**src/rtl/apb_arb_pkg.sv**
```systemverilog
// =============================================================================
// Package : apb_arb_pkg
// Shared state encoding and default widths for the round-robin APB3 master.
// Rev     : 1.0
// =============================================================================
`default_nettype none

package apb_arb_pkg;

  typedef enum logic [1:0] {
    ST_IDLE   = 2'b00,
    ST_SETUP  = 2'b01,
    ST_ACCESS = 2'b10
  } apb_state_e;

  localparam int unsigned DEF_NUM_REQ    = 4;
  localparam int unsigned DEF_DATA_WIDTH = 32;
  localparam int unsigned DEF_ADDR       = 5;
  localparam int unsigned DEF_TIMEOUT    = 16;

endpackage

`default_nettype wire

```
**src/rtl/rr_arbiter.sv**
```systemverilog
// =============================================================================
// Module : rr_arbiter
// Combinational one-hot round-robin pick from request, mask and start pointer.
// Rev    : 1.0
// =============================================================================
`default_nettype none

module rr_arbiter
  import apb_arb_pkg::*;
#(
  parameter int N  = 4,
  parameter int PW = (N > 1) ? $clog2(N) : 1
) (
  input  logic [N-1:0]  req_i,
  input  logic [N-1:0]  mask_i,
  input  logic [PW-1:0] ptr_i,
  output logic [N-1:0]  gnt_o,
  output logic          valid_o,
  output logic [PW-1:0] idx_o
);

  logic [N-1:0]   w_elig;
  logic [2*N-1:0] w_dbl;
  logic [N-1:0]   w_rot;
  logic [PW-1:0]  w_off;
  logic [PW:0]    w_sum;

  assign w_elig = req_i & ~mask_i;
  // Rotate so bit 0 is the requester at the pointer, then take the first set bit.
  assign w_dbl  = {w_elig, w_elig} >> ptr_i;
  assign w_rot  = w_dbl[N-1:0];

  always_comb begin
    w_off = '0;
    for (int k = N - 1; k >= 0; k--) begin
      if (w_rot[k]) w_off = PW'(k);
    end
  end

  assign valid_o = |w_elig;
  assign w_sum   = {1'b0, w_off} + {1'b0, ptr_i};
  assign idx_o   = (w_sum >= (PW+1)'(N)) ? PW'(w_sum - (PW+1)'(N)) : w_sum[PW-1:0];
  assign gnt_o   = valid_o ? (N'(1) << idx_o) : '0;

endmodule

`default_nettype wire

```
**src/rtl/apb_master_arb.sv**
```systemverilog
// =============================================================================
// Module : apb_master_arb
// Round-robin APB3 master sharing one slave among NUM_REQ requesters.
// Optional ACCESS timeout: define APB_ARB_TIMEOUT_EN.
// Rev    : 1.0
// =============================================================================
`default_nettype none

module apb_master_arb
  import apb_arb_pkg::*;
#(
  parameter int NUM_REQ    = DEF_NUM_REQ,
  parameter int DATA_WIDTH = DEF_DATA_WIDTH,
  parameter int ADDR       = DEF_ADDR,
  parameter int TIMEOUT    = DEF_TIMEOUT
) (
  input  logic                         pclk,
  input  logic                         presetn,
  input  logic [NUM_REQ-1:0]           req,
  input  logic [NUM_REQ-1:0]           req_write,
  input  logic [NUM_REQ*ADDR-1:0]      req_addr,
  input  logic [NUM_REQ*DATA_WIDTH-1:0] req_wdata,
  output logic [NUM_REQ-1:0]           gnt,
  output logic [NUM_REQ-1:0]           done,
  output logic [DATA_WIDTH-1:0]        rsp_rdata,
  output logic                         rsp_err,
  output logic                         psel,
  output logic                         penable,
  output logic                         pwrite,
  output logic [ADDR-1:0]              paddr,
  output logic [DATA_WIDTH-1:0]        pwdata,
  input  logic                         pready,
  input  logic                         pslverr,
  input  logic [DATA_WIDTH-1:0]        prdata
);

  localparam int PW = (NUM_REQ > 1) ? $clog2(NUM_REQ) : 1;

  apb_state_e              state_q, state_d;
  logic [PW-1:0]           ptr_q, ptr_d;
  logic [NUM_REQ-1:0]      mask_q, mask_d;
  logic [NUM_REQ-1:0]      gnt_q, gnt_d;
  logic [NUM_REQ-1:0]      done_q, done_d;
  logic [DATA_WIDTH-1:0]   rdata_q, rdata_d;
  logic                    err_q, err_d;
  logic                    psel_q, psel_d;
  logic                    penable_q, penable_d;
  logic                    pwrite_q, pwrite_d;
  logic [ADDR-1:0]         paddr_q, paddr_d;
  logic [DATA_WIDTH-1:0]   pwdata_q, pwdata_d;

  logic                    w_timeout;
  logic                    w_complete;
  logic                    w_arb_en;
  logic [NUM_REQ-1:0]      w_arb_mask;
  logic [NUM_REQ-1:0]      w_win_gnt;
  logic                    w_win_valid;
  logic [PW-1:0]           w_win_idx;

`ifdef APB_ARB_TIMEOUT_EN
  localparam int TW = $clog2(TIMEOUT + 1);
  logic [TW-1:0] cnt_q, cnt_d;

  assign w_timeout = (state_q == ST_ACCESS) && !pready && (cnt_q == TW'(TIMEOUT - 1));

  always_comb begin
    cnt_d = cnt_q;
    if (state_q == ST_SETUP)       cnt_d = '0;
    else if (state_q == ST_ACCESS) cnt_d = cnt_q + 1'b1;
  end

  always_ff @(posedge pclk or negedge presetn) begin
    if (!presetn) cnt_q <= '0;
    else          cnt_q <= cnt_d;
  end
`else
  logic w_unused_timeout;
  assign w_unused_timeout = (TIMEOUT > 0);
  assign w_timeout        = 1'b0;
`endif

  assign w_complete = (state_q == ST_ACCESS) && (pready || w_timeout);
  assign w_arb_en   = (state_q == ST_IDLE) || w_complete;
  // The owner finishing now stays masked on this edge and on the next one.
  assign w_arb_mask = w_complete ? gnt_q : mask_q;

  rr_arbiter #(
    .N  (NUM_REQ),
    .PW (PW)
  ) u_rr_arbiter (
    .req_i   (req),
    .mask_i  (w_arb_mask),
    .ptr_i   (ptr_q),
    .gnt_o   (w_win_gnt),
    .valid_o (w_win_valid),
    .idx_o   (w_win_idx)
  );

  always_comb begin
    state_d   = state_q;
    ptr_d     = ptr_q;
    mask_d    = '0;
    gnt_d     = gnt_q;
    done_d    = '0;
    rdata_d   = rdata_q;
    err_d     = err_q;
    psel_d    = psel_q;
    penable_d = penable_q;
    pwrite_d  = pwrite_q;
    paddr_d   = paddr_q;
    pwdata_d  = pwdata_q;

    case (state_q)
      ST_SETUP: begin
        state_d   = ST_ACCESS;
        penable_d = 1'b1;
      end
      ST_ACCESS: begin
        if (w_complete) begin
          done_d  = gnt_q;
          mask_d  = gnt_q;
          gnt_d   = '0;
          rdata_d = (pready && !pwrite_q) ? prdata : '0;
          err_d   = pready ? pslverr : 1'b1;
        end
      end
      ST_IDLE: ;
      default: state_d = ST_IDLE;
    endcase

    if (w_arb_en) begin
      if (w_win_valid) begin
        state_d   = ST_SETUP;
        psel_d    = 1'b1;
        penable_d = 1'b0;
        gnt_d     = w_win_gnt;
        ptr_d     = (w_win_idx == PW'(NUM_REQ - 1)) ? '0 : w_win_idx + 1'b1;
        pwrite_d  = req_write[w_win_idx];
        paddr_d   = req_addr[w_win_idx*ADDR +: ADDR];
        pwdata_d  = req_wdata[w_win_idx*DATA_WIDTH +: DATA_WIDTH];
      end else begin
        state_d   = ST_IDLE;
        psel_d    = 1'b0;
        penable_d = 1'b0;
        gnt_d     = '0;
      end
    end
  end

  always_ff @(posedge pclk or negedge presetn) begin
    if (!presetn) begin
      state_q   <= ST_IDLE;
      ptr_q     <= '0;
      mask_q    <= '0;
      gnt_q     <= '0;
      done_q    <= '0;
      rdata_q   <= '0;
      err_q     <= 1'b0;
      psel_q    <= 1'b0;
      penable_q <= 1'b0;
      pwrite_q  <= 1'b0;
      paddr_q   <= '0;
      pwdata_q  <= '0;
    end else begin
      state_q   <= state_d;
      ptr_q     <= ptr_d;
      mask_q    <= mask_d;
      gnt_q     <= gnt_d;
      done_q    <= done_d;
      rdata_q   <= rdata_d;
      err_q     <= err_d;
      psel_q    <= psel_d;
      penable_q <= penable_d;
      pwrite_q  <= pwrite_d;
      paddr_q   <= paddr_d;
      pwdata_q  <= pwdata_d;
    end
  end

  assign gnt       = gnt_q;
  assign done      = done_q;
  assign rsp_rdata = rdata_q;
  assign rsp_err   = err_q;
  assign psel      = psel_q;
  assign penable   = penable_q;
  assign pwrite    = pwrite_q;
  assign paddr     = paddr_q;
  assign pwdata    = pwdata_q;

endmodule

`default_nettype wire
```
**config.mk**
```make
export PLATFORM = sky130hd
export DESIGN_NAME = apb_master_arb
export DESIGN_NICKNAME = d
export VERILOG_FILES = /design/src/rtl/apb_arb_pkg.sv /design/src/rtl/rr_arbiter.sv /design/src/rtl/apb_master_arb.sv
export SDC_FILE = /design/constraint.sdc
export NUM_CORES = 1
export LEC_CHECK = 0
export BUFFER_PORTS_ARGS = -buffer_cell sky130_fd_sc_hd__buf_2
export CORE_AREA = 3 3 110 112
export CTS_CLUSTER_DIAMETER = 200
export DETAILED_ROUTE_END_ITERATION = 16
export DIE_AREA = 0 0 113 115
export PLACE_DENSITY = 0.8
export SKIP_CTS_REPAIR_TIMING = 1
export SLEW_MARGIN = 40
export SYNTH_ARGS = -nofsm -noshare
export SYNTH_HDL_FRONTEND = slang
export SYNTH_SLANG_ARGS = --single-unit
```
**constraint.sdc**
```tcl
create_clock -name pclk -period 4.2 [get_ports pclk]
set_clock_uncertainty 0.1 [all_clocks]
set_input_delay 0.42 -clock pclk [delete_from_list [all_inputs] [get_ports pclk]]
set_output_delay 0.42 -clock pclk [all_outputs]
set_load 0.005 [all_outputs]
```
==> results.md <==
- The flow ran to the end, and the final reports show no timing, DRC or antenna violations.
- The count of boundary I/O pins is 273.
- The first global-routing pass estimated 24.8 mm of wire.
- From synthesis to final layout, the design area changed by 36.7%.
- The total number of clock tree sinks is 85.
- The sort of element at the end of the critical path is a flip-flop.
- The most frequent standard cell in the layout excluding fill and tap cells is buf_2.
- In the global route stage, overall resource usage came out at 23.8%.
- The most used flip-flop cell after synthesis is dfrtp_1.
- The aggregate routed wire length is 16.0 mm.
- The met1 usage in global routing is 29.9%.
- In the final layout, the multi-input gates occupy 2670 sq um.
- The clock-pin transition on the worst setup and hold timing paths is 0.06 ns.
- In the final design database the tool counted 984 nets.
- The number of slew-limit violations in the final report is 0.
- The maximum number of pins on one net before global-route repair is 77.
- The met3 capacity usage during global routing is 5.74%.
- The initial DRC count is 497.
- Following the worst setup path forward leads to its endpoint at pwdata[21]$_DFFE_PN0P_.
- Summing all non-filler instances in the final layout gives an area of 6930 sq um.
- The leakage power is 0.00348 uW.
- The die covers 13000 sq um.
- In this run, synthesis inferred 0 flip-flops with an integrated enable.
- STA puts the critical path data required time at 4.29 ns.
- The CTS tree is done.
- Measured along the y axis, the die boundary spans 115 um.
- The via count of the first global-routing pass is 4918.
- The setup TNS after final layout is 0 ns.
- After detailed routing, the number of remaining DRC violations is 0.
- The setup check on the worst reg-to-reg path leaves a slack of 0.40 ns.
- For this run, the register share of the synthesized area comes to 41.9%.
- The count of warnings emitted by yosys is 0.
- The placeable core region is 11300 sq um.
- The starting utilization of the core area is 44.8%.
- The share of final-layout standard cells stronger than drive strength 1 is 43.2%.
- The endpoint of the lowest-slack register-to-register path is pwdata[21]$_DFFE_PN0P_.
- After filler insertion, the fill cell instance count of the layout stands at 971.
- The number of setup violations in the final report is 0.
- Leaving out fill and tap cells, the most frequent cells in the layout are buf_2, nand2_1, dfrtp_1, nor2b_1, nand3_1.
- In this run the power density over the cells is 870 nW/um^2.
- Dividing the detail-routed wire length by the instance count gives 17.1 um.
- The initial antenna violation count is 1.
- The final critical-path required period is 3.80 ns.
- The count of buffers added on input and output ports is 272.
- The worst register-to-register path begins at state_q[1]$_DFFE_PN0P_.
- For this run the aggregate overflow at the end of global routing stands at 0.
- For met2 alone, demand over resource in global routing was 39.9%.
- The utilization after layout is 61.2%.
- For the worst-skew pair, the clock arrives at the later sink with an insertion delay of 0.33 ns.
- When the netlist entered floorplanning its net count stood at 737.
- Summing all placed instances gives a cell area of 6580 sq um.
- The average vias per placed instance is 5.54.
- For this run, the detailed router's first-pass iteration total came to 5.
- At the end of routability-driven placement, the weighted congestion stood at 0.816.
- Synthesis instantiated 49 different standard cells from the library.
- The count of nets left with antenna violations once routing finished came out at 0.
- The path class of the tightest hold or removal check is in -> async.
- Data on the critical path arrives at its endpoint at 3.88 ns.
- The antenna diode instance count is 0.
- The tool flagged a number of max-cap violations equal to 0.
- After synthesis the netlist holds a flip-flop and latch count of 85.
- Setup repair after global routing left no endpoint under its margin.
- Dividing the synthesized area by the synthesized cell count gives 9.36 sq um.
- The detailed router placed 5191 vias in this run.
- Of all flip-flops after synthesis, the portion carrying an async set or reset was 100%.
- The most crowded layer after global routing is met2.
- The slew at the pin with the worst max-slew slack is 0.780 ns.
- The cell total after placement is 921.
- The number of cells on the worst reg-to-reg path is 12.
- The highest attainable clock frequency is 0.263 GHz.
- The ratio of final minimum period to clock period is 90.4%.
- In this run the worst path has a maximum fanout of 15.
- The tree is rooted in a clkbuf_16.
- The tightest slew margin relative to the limit is 48.0%.
- The die is 113 um wide.
- The worst vdd rail ir drop is 0.000532 V.
- The H-tree was split into 3 levels.
- The final number of hold-violating endpoints is 0.
- In this run the core area contains 39 standard-cell rows.
- In this run the cell area of the synthesized design comes to 5070 sq um.
- The number of instances in the synthesized netlist is 542.
- The non-filler instance count after layout is 937.
- The total CTS buffers is 9.
- The placed wire-length estimate after detailed placement is 12.1 mm.
- The startpoint of the worst setup timing path is state_q[1]$_DFFE_PN0P_.
- The category of the most critical setup path is reg -> reg.
- Across the whole layout, storage elements account for 2130 sq um.
- The kind of start point of the critical path is a flip-flop.
- In this run the deepest clock path goes through 2 buffers.
cell type report:
class                      count  area share (%)
clock inverter                 5            1.53
timing repair buffer         289            22.5
inverter                      13           0.704
sequential                    85            30.7
clock buffer                  11            3.50
multi-input combinational    391            38.5
tap                          143            2.58
worst max-delay path: stages (launching register included):
cell and delay, ns:
dfrtp_1 0.51, and3b_1 0.41, o211ai_1 0.27, nand3_1 0.16, o311ai_0 0.15, a221o_1 0.39
ha_4 0.19, xnor2_1 0.39, o21ai_4 0.25, buf_16 0.23, buf_8 0.15, a221oi_1 0.34
o31ai_2 0.10
worst min path at each step:
| stage | end | slack, ns | depth (start not counted) |
|---|---|---|---|
| CTS | rsp_rdata[24]$_DFFE_PN0P_ | 0.05 | 1 |
| detailed placement | rsp_rdata[26]$_DFFE_PN0P_ | 0.35 | 2 |
| floorplan | done[0]$_DFF_PN0_ | 0.02 | 0 |
| global route | rsp_rdata[24]$_DFFE_PN0P_ | 0.09 | 1 |
| global placement | rsp_rdata[22]$_DFFE_PN0P_ | 0.35 | 2 |
| finish | rsp_rdata[24]$_DFFE_PN0P_ | 0.03 | 1 |
through the flow:
step,hold WS (ns),total power [uW],setup slack [ns]
global placement,0.346,5020,0.308
global route,0.0879,6540,0.105
CTS,0.0501,6090,0.410
floorplan,0.0244,4030,0.688
detailed placement,0.352,5150,0.398
finish,0.0319,6030,0.402
kinds of logic after synthesis:
| family | after synthesis | share of synthesized area [%] |
|---|---|---|
| AOI/OAI and AO/OA | 145 | 27.1 |
| xor gates and xnor gates | 2 | 0.345 |
| adders and majority gates | 3 | 0.740 |
| buffers and inverters | 66 | 6.54 |
| DFF | 85 | 41.9 |
| and+or+nand+nor | 241 | 23.4 |
Yosys cell counts, drive strengths merged (2+ instances only):
| cell type | instances | area (sq um) |
|---|---|---|
| a2111oi | 40 | 414 |
| nand4b | 3 | 26.3 |
| nand2 | 114 | 428 |
| nor3 | 3 | 20.0 |
| o21ai | 6 | 30.0 |
| nand3 | 35 | 175 |
| a221oi | 38 | 395 |
| nor2b | 76 | 475 |
| clkbuf | 33 | 126 |
| a21oi | 4 | 23.8 |
| nor2 | 6 | 25.0 |
| a22o | 3 | 26.3 |
| buf | 20 | 156 |
| dfrtp | 85 | 2130 |
| o31ai | 38 | 320 |
| inv | 13 | 48.8 |
| o21a | 2 | 15.0 |
| o211a | 2 | 20.0 |
| o211ai | 3 | 41.3 |
| a211oi | 2 | 20.0 |
| ha | 3 | 37.5 |
flip-flops by register name (all words and copies together) (netlist names), 2 cells and up:
register / flops
state_q: 2
done: 4
gnt: 4
pwdata: 32
rsp_rdata: 32
paddr: 5
ptr_q: 2
report_power, final:
group	total [uW]	internal, uW	switching (uW)
Combinational	3610	1500	2110
Sequential	1490	1240	258
Clock	929	600	329
Total	6030	3340	2690
per-layer routing:
metal | vias to the layer above | part of all wire [%]
met5 | - | 0.081
met4 | 2 | 2.8
met3 | 34 | 8.9
met2 | 268 | 47
met1 | 2396 | 41
li1 | 2491 | -
Power figures use the tool's default switching activity.
